===== src/rtl/p2s_lanes.sv =====
// p2s_lanes: splits each DATA_W-bit word into LANES slices and shifts them out
// in parallel, one bit per lane per beat, with a one-word holding buffer.
module p2s_lanes #(
   parameter int DATA_W    = 32,
   parameter int LANES     = 4,
   parameter int MSB_FIRST = 1,
   localparam int BEATS    = DATA_W / LANES,
   localparam int SEL_W    = BEATS > 1 ? $clog2(BEATS) : 1
) (
   input  logic              CLK,
   input  logic              reset,
   input  logic              ENB,
   input  logic [DATA_W-1:0] data_in,
   input  logic              in_valid,
   output logic              in_ready,
   output logic [LANES-1:0]  data_out,
   output logic              out_valid,
   output logic              frame_start,
   output logic [SEL_W-1:0]  sel
);
   typedef enum logic {IDLE, SHIFT} state_t;
   state_t             state_q, state_d;
   logic [DATA_W-1:0]  word_q, word_d, hold_q, hold_d;
   logic               hold_vld_q, hold_vld_d;
   logic [SEL_W-1:0]   sel_q, sel_d;
   logic [LANES-1:0]   dout_q, dout_d;
   logic               ov_q, ov_d, fs_q, fs_d;
   logic               accept, last;

   function automatic logic [LANES-1:0] beat_bits(input logic [DATA_W-1:0] w, input logic [SEL_W-1:0] b);
      for (int k = 0; k < LANES; k++)
         beat_bits[k] = w[k*BEATS + (MSB_FIRST != 0 ? BEATS-1-int'(b) : int'(b))];
   endfunction

   assign in_ready = ENB && !hold_vld_q && !reset;
   assign accept   = in_valid && in_ready;
   assign last     = sel_q == SEL_W'(BEATS-1);

   always_ff @(posedge CLK or posedge reset) begin
      if (reset) begin
         state_q    <= IDLE;
         word_q     <= '0;
         hold_q     <= '0;
         hold_vld_q <= 1'b0;
         sel_q      <= '0;
         dout_q     <= '0;
         ov_q       <= 1'b0;
         fs_q       <= 1'b0;
      end else begin
         state_q    <= state_d;
         word_q     <= word_d;
         hold_q     <= hold_d;
         hold_vld_q <= hold_vld_d;
         sel_q      <= sel_d;
         dout_q     <= dout_d;
         ov_q       <= ov_d;
         fs_q       <= fs_d;
      end
   end

   always_comb begin
      state_d = !ENB ? state_q :
                state_q == IDLE ? (accept ? SHIFT : IDLE) :
                (last && !hold_vld_q && !accept) ? IDLE : SHIFT;
   end

   // The hold word wins over a fresh accept at the last beat; in_ready is low then anyway.
   always_comb begin
      word_d     = word_q;
      hold_d     = hold_q;
      hold_vld_d = hold_vld_q;
      sel_d      = sel_q;
      fs_d       = fs_q;
      ov_d       = ov_q;
      dout_d     = dout_q;
      if (ENB) begin
         if (state_q == SHIFT && !last) begin
            sel_d = sel_q + SEL_W'(1);
            fs_d  = 1'b0;
            if (accept) begin
               hold_d     = data_in;
               hold_vld_d = 1'b1;
            end
         end else if (state_q == SHIFT && hold_vld_q) begin
            word_d     = hold_q;
            hold_vld_d = 1'b0;
            sel_d      = '0;
            fs_d       = 1'b1;
         end else if (accept) begin
            word_d = data_in;
            sel_d  = '0;
            fs_d   = 1'b1;
         end else begin
            sel_d = '0;
            fs_d  = 1'b0;
         end
         ov_d   = state_d == SHIFT;
         dout_d = ov_d ? beat_bits(word_d, sel_d) : '0;
      end
   end

   always_comb begin
      data_out    = dout_q;
      out_valid   = ov_q;
      frame_start = fs_q;
      sel         = sel_q;
   end
endmodule

===== config.mk =====
export PLATFORM = sky130hd
export DESIGN_NAME = p2s_lanes
export DESIGN_NICKNAME = d
export VERILOG_FILES = /design/src/rtl/p2s_lanes.sv
export SDC_FILE = /design/constraint.sdc
export NUM_CORES = 1
export LEC_CHECK = 0
export BUFFER_PORTS_ARGS = -buffer_cell sky130_fd_sc_hd__buf_4
export CORE_ASPECT_RATIO = 0.6
export CORE_UTILIZATION = 58
export DETAILED_ROUTE_END_ITERATION = 10
export PLACE_DENSITY = 0.79
export SLEW_MARGIN = 20
export SYNTH_ARGS = -nofsm -noshare
export SYNTH_HDL_FRONTEND = slang
export SYNTH_SLANG_ARGS = --single-unit
export TNS_END_PERCENT = 5

===== constraint.sdc =====
create_clock -name CLK -period 2.4 [get_ports CLK]
set_input_delay 0.12 -clock CLK [delete_from_list [all_inputs] [get_ports CLK]]
set_output_delay 0.12 -clock CLK [all_outputs]
set_load 0.005 [all_outputs]

==> metrics.csv <==
metric,value,unit
num_antenna_cells,0,
cts_root_buffer,clkbuf_16,
period_minus_slack,2.264,ns
synthDistinctLibCells,48,
path_max_fanout,15,
core-area,0.006386,sq mm
grt_pass1_vias,3291,
finalWirelength,10640,um
die_w,109.1,um
drive_gt1_share,30.52,%
overflow,0,
worstSetupEndpointType,flop,
n_fill_cell,473,
peakVddDrop,544.3,uV
final_common_cell,dfrtp_1,
maxSlewViolCount,0,
synthCells,388,
crit_arrival,2.45,ns
first_pass_iters,6,
wl_per_cell,20.34,um
drt-vias-per-instance,6.434,
numClockSinks,75,
port_buffers,45,
tightest_slew,0.9563,ns
max_freq,441.8,MHz
syn_area,0.003994,sq mm
final_cell_mix,"75 x dfrtp_1, 67 x buf_4, 38 x o21ai_0, 36 x nand2_1, 33 x mux2_2",
grt_start_max_net_pins,76,
final-seq-area,0.001877,sq mm
path_class,flop to flop,
async_flop_share,100.0,%
seq_area_frac_synth,46.99,%
start_util,62.54,%
drv_cap,0,
tns,0,ns
hp-class,primary input to flop,
drt_iter0_markers,372,
p_per_area,744.2,mW/mm^2
rr_worst_depth,8,
place_ws,0.1150,ns
r2r-end,data_out[3]$_DFFE_PP0P_,
hpwlAfterDp,7431,um
multi_input_area,0.001877,sq mm
synth_top_flop_cell,dfrtp_1,
final_nets,472,
finalHoldViolations,0,
cts.clk_slew.worst_paths,0.06,ns
clk_latency,0.34,ns
grt_usage,32.36,%
final_antenna_net_count,0,
clock_skew,0.007365,ns
synth_edf_count,0,
rsz0062_at_grt,no,
grt_antenna_before_repair,0,
r2r_setup_slack,0.14,ns
cts_htree_levels,3,
drc,0,
syn_to_final_growth,18.55,%
setup_viol,0,
tritoncts,built,
cts_max_path_buffers,2,
syn_nets,426,
gp_congestion,0.9019,
die_y,66.28,um
crit_end,data_out[3]$_DFFE_PP0P_,
p_leak,2.169,nW
worstSetupStartpoint,sel[1]$_DFFE_PP0P_,
numCtsBuffers,9,
die_area,0.007233,sq mm
relSlewSlack,36.25,%
timing.final.crit_share,94.32,%
start_kind,flop,
rr_startpoint,sel[1]$_DFFE_PP0P_,
grt_pass1_wl,17190,um
num_rows,22,
ys_seq_elements,75,
outcome,"finished, final reports clean",
postCtsSetupBuffers,0,
ys_warn_count,0,
vias,3365,
avgSynthCellArea,10.29,sq um
required,2.59,ns
fin_ws,0.1364,ns
pin_count,46,
-- per-layer routing --
layer	up-vias	part of all wire, %	track usage [%]
li1	1526	-	-
met1	1641	46	47.50
met2	189	41	45.99
met3	9	12	10.54
met4	0	0.77	6.926
met5	-	0	0
-- through the flow --
step | instances | hold WS (ns) | utilization (%) | cell area [sq um] | total power, mW
4_1_cts | 523 | 0.02240 | 74.12 | 4733 | 3.520
5_1_grt | 523 | 0.01959 | 74.14 | 4735 | 3.663
3_5_place_dp | 507 | 0.3689 | 69.04 | 4409 | 2.067
2_1_floorplan | 388 | 0.2700 | - | 3998 | 1.837
3_3_place_gp | 507 | 0.3642 | 69.04 | 4409 | 2.059
6_report | 523 | 0.02697 | 74.14 | 4735 | 3.524
-- synthesized netlist by cell type (9+ instances only) --
| master | count | area (sq um) |
|---|---|---|
| buf_2 | 13 | 65.06 |
| a22o_1 | 14 | 122.6 |
| nand3_1 | 19 | 95.09 |
| clkbuf_1 | 9 | 33.78 |
| inv_1 | 12 | 45.04 |
| nand2b_1 | 10 | 62.56 |
| a31oi_1 | 9 | 56.30 |
| dfrtp_1 | 75 | 1877 |
| a22oi_1 | 20 | 150.1 |
| mux2_2 | 33 | 371.6 |
| a21oi_1 | 11 | 55.05 |
| nand2_1 | 36 | 135.1 |
| o21ai_0 | 38 | 190.2 |
| nor2_1 | 12 | 45.04 |
-- worst max-delay path, cell delays in order (launching register included) --
cell	delay (ns)
dfrtp_1	0.40
ha_1	0.19
ha_1	0.25
buf_4	0.17
and3_1	0.22
buf_4	0.22
a22o_1	0.21
o21ai_0	0.28
o2111ai_1	0.16
-- registers in the layout, summed over array words and instances (netlist names) --
register,flops
state_q,1
hold_vld_q,1
word_q,32
out_valid,1
frame_start,1
sel,3
hold_q,32
data_out,4
-- cell type report --
| type | instances | area share [%] |
|---|---|---|
| clock buffer | 9 | 4.757 |
| inverter | 12 | 1.031 |
| tap | 84 | 2.220 |
| sequential | 75 | 39.64 |
| multi-input combinational | 269 | 39.64 |
| timing repair buffer | 67 | 10.62 |
| clock inverter | 7 | 2.088 |
-- kinds of logic (layout without fill, tap and decap cells) --
kind of cell / Yosys count / count (layout) / synth area share (%)
adder cells (fa/ha/maj): 2 / 2 / 0.6265
AND/OR/NAND/NOR: 99 / 99 / 13.28
AO/OA/AOI/OAI: 134 / 134 / 23.50
buffers and inverters: 44 / 95 / 6.046
multiplexers: 34 / 34 / 9.555
flip-flops: 75 / 75 / 46.99
-- how the worst min path moves through the flow --
stage                     slack, ns        start  cells after the start                endpoint
after floorplan                0.27        reset                      1                in_ready
after global placement         0.36  data_in[18]                      2  hold_q[18]$_DFFE_PP0P_
after detailed placement       0.37  data_in[29]                      2  hold_q[29]$_DFFE_PP0P_
after CTS                      0.02  data_in[29]                      2  hold_q[29]$_DFFE_PP0P_
after global routing           0.02  data_in[29]                      2  hold_q[29]$_DFFE_PP0P_
final                          0.03  data_in[22]                      2  hold_q[22]$_DFFE_PP0P_
-- where the power goes --
part           internal [mW]  leakage [nW]  switching, mW
Clock                  0.917         0.156          0.542
Sequential              1.35          1.03         0.0721
Combinational          0.272         0.981          0.373
Total                   2.54          2.17          0.987
-- timing repair --
| item | CTS | global route |
|---|---|---|
| hold endpoints to repair | 0 | 0 |
| endpoints found under the setup margin | 0 | 1 |
| resized for setup | 0 | 1 |
| hold buffers | 0 | 0 |
(Power assumes the default switching activity.)
